File: src/rtl/md5_pkg.sv
// Shared widths and FSM encoding for the md5 digest matcher.
package md5_pkg;
  localparam int WORD_W   = 32;
  localparam int DIGEST_W = 128;
  localparam int MSG_W    = 512;
  localparam int CAND_W   = 448;
  localparam int N_WORDS  = DIGEST_W / WORD_W;

  typedef enum logic [1:0] {
    ST_IDLE   = 2'd0,
    ST_SEARCH = 2'd1,
    ST_FOUND  = 2'd2
  } state_e;

  typedef struct packed {
    logic               vld;
    logic [N_WORDS-1:0] eq;
    logic [CAND_W-1:0]  msg;
  } cmp_s1_t;
endpackage

File: src/rtl/md5_cmp_pipe.sv
// Two-stage digest compare: per-word equality flags, then the all-equal hit.
module md5_cmp_pipe
  import md5_pkg::*;
(
  input  logic                clk,
  input  logic                reset,
  input  logic                en,
  input  logic                clr,
  input  logic [WORD_W-1:0]   a_in,
  input  logic [WORD_W-1:0]   b_in,
  input  logic [WORD_W-1:0]   c_in,
  input  logic [WORD_W-1:0]   d_in,
  input  logic [CAND_W-1:0]   m_cand,
  input  logic                valid_in,
  input  logic [DIGEST_W-1:0] target,
  output logic                hit,
  output logic [CAND_W-1:0]   hit_m
);
  logic [N_WORDS-1:0][WORD_W-1:0] words, tgt;
  logic [N_WORDS-1:0]             eq;
  cmp_s1_t                        s1;

  // Index N_WORDS-1 is a_in against target[127:96]; index 0 is d_in.
  assign words = {a_in, b_in, c_in, d_in};
  assign tgt   = target;

  for (genvar i = 0; i < N_WORDS; i++) begin : g_eq
    assign eq[i] = (words[i] == tgt[i]);
  end

  always_ff @(posedge clk or posedge reset) begin
    if (reset) begin
      s1    <= '0;
      hit   <= 1'b0;
      hit_m <= '0;
    end else if (en) begin
      s1.vld <= valid_in & ~clr;
      s1.eq  <= eq;
      s1.msg <= m_cand;
      hit    <= s1.vld & (&s1.eq) & ~clr;
      hit_m  <= s1.msg;
    end
  end
endmodule

File: src/rtl/md5_match.sv
// Watches md5 core output for a target digest; holds the first match until acked.
module md5_match
  import md5_pkg::*;
#(
  parameter int COUNT_W = 48
) (
  input  logic                clk,
  input  logic                reset,
  input  logic                en,
  input  logic [WORD_W-1:0]   a_in,
  input  logic [WORD_W-1:0]   b_in,
  input  logic [WORD_W-1:0]   c_in,
  input  logic [WORD_W-1:0]   d_in,
  input  logic [MSG_W-1:0]    m_in,
  input  logic                valid_in,
  input  logic [DIGEST_W-1:0] target,
  input  logic                target_load,
  input  logic                start,
  input  logic                stop,
  input  logic                match_ack,
  output logic                match_valid,
  output logic [CAND_W-1:0]   match_m,
  output logic [COUNT_W-1:0]  hash_count,
  output logic                busy,
  output logic                dropped
);
  state_e              state_q, state_d;
  logic [DIGEST_W-1:0] target_q;
  logic                hit, capture, set_drop, clr_run, cnt_inc, searching;
  logic [CAND_W-1:0]   hit_m;
  logic                pad_unused;

  // Length pad never matters for the match; only the candidate string is kept.
  assign pad_unused = ^m_in[MSG_W-CAND_W-1:0];
  assign searching  = (state_q != ST_IDLE);

  md5_cmp_pipe u_cmp (
    .clk      (clk),
    .reset    (reset),
    .en       (en),
    .clr      (clr_run | stop),
    .a_in     (a_in),
    .b_in     (b_in),
    .c_in     (c_in),
    .d_in     (d_in),
    .m_cand   (m_in[MSG_W-1:MSG_W-CAND_W]),
    .valid_in (valid_in & searching),
    .target   (target_q),
    .hit      (hit),
    .hit_m    (hit_m)
  );

  always_comb begin
    state_d  = state_q;
    capture  = 1'b0;
    set_drop = 1'b0;
    if (stop) begin
      state_d = ST_IDLE;
    end else begin
      unique case (state_q)
        ST_IDLE:   if (start) state_d = ST_SEARCH;
        ST_SEARCH: if (hit) begin
          state_d = ST_FOUND;
          capture = 1'b1;
        end
        ST_FOUND: begin
          if (hit && match_ack) capture  = 1'b1;
          else if (hit)         set_drop = 1'b1;
          else if (match_ack)   state_d  = ST_SEARCH;
        end
        default: state_d = ST_IDLE;
      endcase
    end
    clr_run = (state_q == ST_IDLE) && start && !stop;
    cnt_inc = valid_in && searching && !stop && (hash_count != '1);
  end

  always_ff @(posedge clk or posedge reset) begin
    if (reset) state_q <= ST_IDLE;
    else if (en) state_q <= state_d;
  end

  always_ff @(posedge clk or posedge reset) begin
    if (reset) begin
      target_q   <= '0;
      match_m    <= '0;
      hash_count <= '0;
      dropped    <= 1'b0;
    end else if (en) begin
      if (target_load && state_q == ST_IDLE) target_q <= target;
      if (capture) match_m <= hit_m;
      if (clr_run) begin
        hash_count <= '0;
        dropped    <= 1'b0;
      end else begin
        if (cnt_inc)  hash_count <= hash_count + 1'b1;
        if (set_drop) dropped    <= 1'b1;
      end
    end
  end

  assign match_valid = (state_q == ST_FOUND);
  assign busy        = searching;
endmodule

File: config.mk
export PLATFORM = sky130hd
export DESIGN_NAME = md5_match
export DESIGN_NICKNAME = d
export VERILOG_FILES = /design/src/rtl/md5_pkg.sv /design/src/rtl/md5_cmp_pipe.sv /design/src/rtl/md5_match.sv
export SDC_FILE = /design/constraint.sdc
export NUM_CORES = 2
export LEC_CHECK = 0
export BUFFER_PORTS_ARGS = -buffer_cell sky130_fd_sc_hd__buf_2
export CORE_AREA = 3 3 488 490
export CTS_CLUSTER_SIZE = 16
export DETAILED_ROUTE_END_ITERATION = 16
export DIE_AREA = 0 0 491 493
export PLACE_DENSITY = 0.54
export SLEW_MARGIN = 15
export SYNTH_ARGS = -nofsm -noshare
export SYNTH_HDL_FRONTEND = slang
export SYNTH_SLANG_ARGS = --single-unit
File: constraint.sdc
create_clock -name clk -period 59.7 [get_ports clk]
set_input_delay 11.94 -clock clk [delete_from_list [all_inputs] [get_ports clk]]
set_output_delay 11.94 -clock clk [all_outputs]
set_load 0.05 [all_outputs]
==> results list <==
- The run finished with clean final reports.
- In this run, synthesis produced a sequential element count of 1529.
- For this run, the total global-route usage over all layers was measured as 13.8%.
- Number of enable flip-flop cells after synthesis: 0
- Portion of the clock cycle consumed by the worst path in the final layout: 27.0%
- Summed over all instances, the cell type with the most area after synthesis is sky130_fd_sc_hd__dfrtp_1.
- Once the floorplan was initialized, standard cells occupied 25.1% of the core.
* Area enclosed by the die boundary: 242000 um^2
* Max H-tree Level: 4
- By area the synthesized netlist is led by sky130_fd_sc_hd__dfrtp_1, sky130_fd_sc_hd__mux2_2, sky130_fd_sc_hd__xnor2_1, sky130_fd_sc_hd__clkbuf_1, sky130_fd_sc_hd__xor2_1.
- During synthesis, Yosys emitted a total of 0 warnings.
- Clock period minus worst slack: 16.10 ns
* Post-route setup TNS: 0 ns
* Height of the die: 493 um
* Row count: 178
- Cells resized by post-CTS repair: 0
* Final-report hold violation count: 0
- Endpoints failing setup: 0
* TritonCTS clock tree: yes
- Critical setup path kind: input port to async pin
* Clock transition at the registers of the reported paths: 0.05 ns
- Maximum resistive drop on vdd: 0.0255 mV
- 1275 I/O pins were placed.
- CTS root buf: sky130_fd_sc_hd__clkbuf_16
- Cell Area, Synth: 58800 um^2
* First-pass GRT wire length: 252000 um
- CTS buffer count: 170
- Post-synthesis instance total: 3658
- Power comes to 2.57 mW.
- RSZ-0062 raised after global routing: no
- In this run the mean area of a mapped cell was 16.1 um^2.
- Post-CTS Setup Inserts: 0
* CTS sink cnt: 1529
* Commonest cells after routing, fill and taps aside: sky130_fd_sc_hd__dfrtp_1, sky130_fd_sc_hd__mux2_2, sky130_fd_sc_hd__buf_2, sky130_fd_sc_hd__clkbuf_16, sky130_fd_sc_hd__xnor2_1
* Multi-input gate area: 19800 um^2
- The tightest min-delay check is of the register to register type.
- Max-capacitance violation count: 0
- Power density over cell area: 34.5 nW/um^2
- Along the worst path, the maximum fanout reaches 160.
- The count of nets left with antenna violations once routing finished came out at 0.
- Transition time at the pin with the least slew margin: 1.05 ns
- Clock Tree Buf Depth: 3
- Pre-Repair DR Iteration Count: 5
* Total vias in the final route: 35291
- Worst slew slack as a fraction of its limit: 29.9%
- Remaining design rule violation count: 0
- Registers take 38300 um^2.
- In this run the static leakage power is 35.5 nW.
* Post-Route Skew: 0.0537 ns
- Among all flip-flop cells after synthesis, the most frequent one is sky130_fd_sc_hd__dfrtp_1.
- In the final layout, the share of cells above drive strength 1 is 60.2%.
- Final Worst Setup Slack: 43.60 ns
- Prior to clock tree synthesis, the placed netlist has a worst setup slack of 42.58 ns.
- Counting the fill cells in the layout gives 23575.
- Portion of synthesized cell area occupied by the leading cell type: 65.0%
- Worst Setup Start Kind: input port
- In the final routed layout, each cell accounts on average for 20.8 um.
- Worst Path Required: 60.47 ns
* Quantity of I/O buffers inserted on ports: 1210
- Maximum clock frequency: 62.1 MHz
* Placed Cells: 7880
- Fin cells: 8218
- For this design, the CTS-stage hold fixing added 0 buffers.
- Sequential share of the synthesized area: 65.0%
* Number of vias per cell after detailed routing: 4.29
- Share of flip-flops with an asynchronous set or reset: 100%
* Most common cell after layout, fill and taps aside: sky130_fd_sc_hd__dfrtp_1
- The congestion estimate from routability-driven global placement came to 0.880.
- Routed WL: 171000 um
* Endpoint kind of the worst setup timing path: async pin
* Final Max Slew Viols: 0
- At the end of the flow, the number of nets in the layout was 5682.
- Post-synth cell types: 61
- Post-synthesis net count: 4438
- Initial DRC count: 1636
* Width of the chip: 491 um
- From synthesis to final layout, the design area changed by 26.4%.
- CP Data Arrival Time: 16.87 ns
- After global routing the overflow that remains totals 0.
* Initial antenna violation count: 106
- Largest net degree at the start of global routing: 171
- The via count of the first global-routing pass came to 36882.
- Half-perimeter wire length after placement: 128000 um
- For the worst-skew pair, the clock arrives at the later sink with an insertion delay of 0.79 ns.
* Core footprint: 235000 um^2
final cells by class:
type / count / share of cell area (%)
Antenna cell: 38 / 0.128
Clock buffer: 238 / 6.47
Clock inverter: 62 / 1.26
Inverter: 23 / 0.126
Multi-Input combinational cell: 1926 / 26.6
Sequential cell: 1529 / 51.4
Tap cell: 3150 / 5.30
Timing Repair Buffer: 1252 / 8.70
cell usage after synthesis, types with 2 or more instances:
cell                           n
sky130_fd_sc_hd__xnor2_1      69
sky130_fd_sc_hd__a21oi_1       5
sky130_fd_sc_hd__o41ai_1       4
sky130_fd_sc_hd__ha_1          4
sky130_fd_sc_hd__inv_1        23
sky130_fd_sc_hd__nand3_1      46
sky130_fd_sc_hd__nand4_1      27
sky130_fd_sc_hd__o21ai_0      24
sky130_fd_sc_hd__nor4_4        2
sky130_fd_sc_hd__buf_1        10
sky130_fd_sc_hd__a31oi_1       4
sky130_fd_sc_hd__buf_2         4
sky130_fd_sc_hd__buf_6         2
sky130_fd_sc_hd__nor3_1       15
sky130_fd_sc_hd__o2bb2ai_1     5
sky130_fd_sc_hd__nor2_1       12
sky130_fd_sc_hd__or2_2         6
sky130_fd_sc_hd__or4_1         9
sky130_fd_sc_hd__dfrtp_1    1529
sky130_fd_sc_hd__buf_4         3
sky130_fd_sc_hd__and4_1        2
sky130_fd_sc_hd__a21oi_2       5
sky130_fd_sc_hd__nand2_1      41
sky130_fd_sc_hd__a211oi_1      6
sky130_fd_sc_hd__nor4_1       25
sky130_fd_sc_hd__clkbuf_1    160
sky130_fd_sc_hd__o211ai_1      6
sky130_fd_sc_hd__nor4b_1       2
sky130_fd_sc_hd__o311ai_1      2
sky130_fd_sc_hd__and3_1        5
sky130_fd_sc_hd__a21o_1        5
sky130_fd_sc_hd__o311ai_0      5
sky130_fd_sc_hd__mux2_2     1479
sky130_fd_sc_hd__o31ai_1       8
sky130_fd_sc_hd__or3_1         8
sky130_fd_sc_hd__a311oi_1      2
sky130_fd_sc_hd__o21ai_2      10
sky130_fd_sc_hd__xor2_1       55
sky130_fd_sc_hd__o21ai_1       5
sky130_fd_sc_hd__or4_4         3
cell families (layout without fill, tap and decap cells):
family / after synthesis / in the layout / synth area share (%)
DFF: 1529 / 1529 / 65.0
xor gates and xnor gates: 124 / 124 / 1.85
AOI/OAI and AO/OA: 109 / 109 / 1.36
adders and majority gates: 4 / 4 / 0.0851
buffers and inverters: 203 / 1575 / 1.37
muxes: 1479 / 1479 / 28.3
other: 0 / 38 / 0
and+or+nand+nor: 210 / 210 / 2.02
power breakdown:
group          internal (mW)  switching, mW  leakage, nW
Sequential              1.16         0.0811         19.1
Combinational          0.154          0.114         13.6
Clock                  0.624          0.437         2.81
Total                   1.94          0.633         35.5
routing by layer:
metal / wire [um] / track usage (%) / up-vias
met5: 379 / 0 / -
met2: 82700 / 22.8 / 1049
met1: 69200 / 16.7 / 18254
li1: - / - / 15623
met4: 4220 / 3.88 / 62
met3: 14400 / 5.32 / 303
stage by stage:
step	instance area, um^2	hold WS (ns)	util (%)
after global placement	68600	0.471	29.2
after floorplan	58800	0.454	-
after detailed placement	68600	0.485	29.2
after CTS	74300	0.454	31.7
after global routing	74300	0.480	31.7
final	74400	0.460	31.7
final timing paths:
| check | startpoint | endpoint | slack (ns) | depth (start not counted) |
|---|---|---|---|---|
| setup / recovery | reset | u_cmp.hit_m[308] | 43.60 | 7 |
| hold / removal | u_cmp.s1[320] | u_cmp.hit_m[320] | 0.46 | 1 |
| setup reg to reg | state_q[0] | match_m[318] | 54.98 | 9 |
| hold reg to reg | u_cmp.s1[320] | u_cmp.hit_m[320] | 0.46 | 1 |
| max in group clk | en | match_m[318] | 44.23 | 8 |
| min in group asynchronous | reset | u_cmp.hit_m[69] | 11.34 | 2 |
registers in the layout, indices dropped and copies added (netlist names):
| name | count |
|---|---|
| dropped | 1 |
| target_q | 128 |
| u_cmp.hit_m | 448 |
| u_cmp.s1 | 453 |
| match_m | 448 |
| state_q | 2 |
| u_cmp.hit | 1 |
| hash_count | 48 |
worst max-delay path, stage by stage:
cell	delay, ns
sky130_fd_sc_hd__buf_2	0.13
sky130_fd_sc_hd__inv_8	0.56
sky130_fd_sc_hd__buf_4	0.73
sky130_fd_sc_hd__buf_12	0.63
sky130_fd_sc_hd__buf_4	0.79
sky130_fd_sc_hd__buf_4	0.86
sky130_fd_sc_hd__buf_4	0.80
Power figures use the tool's default switching activity.
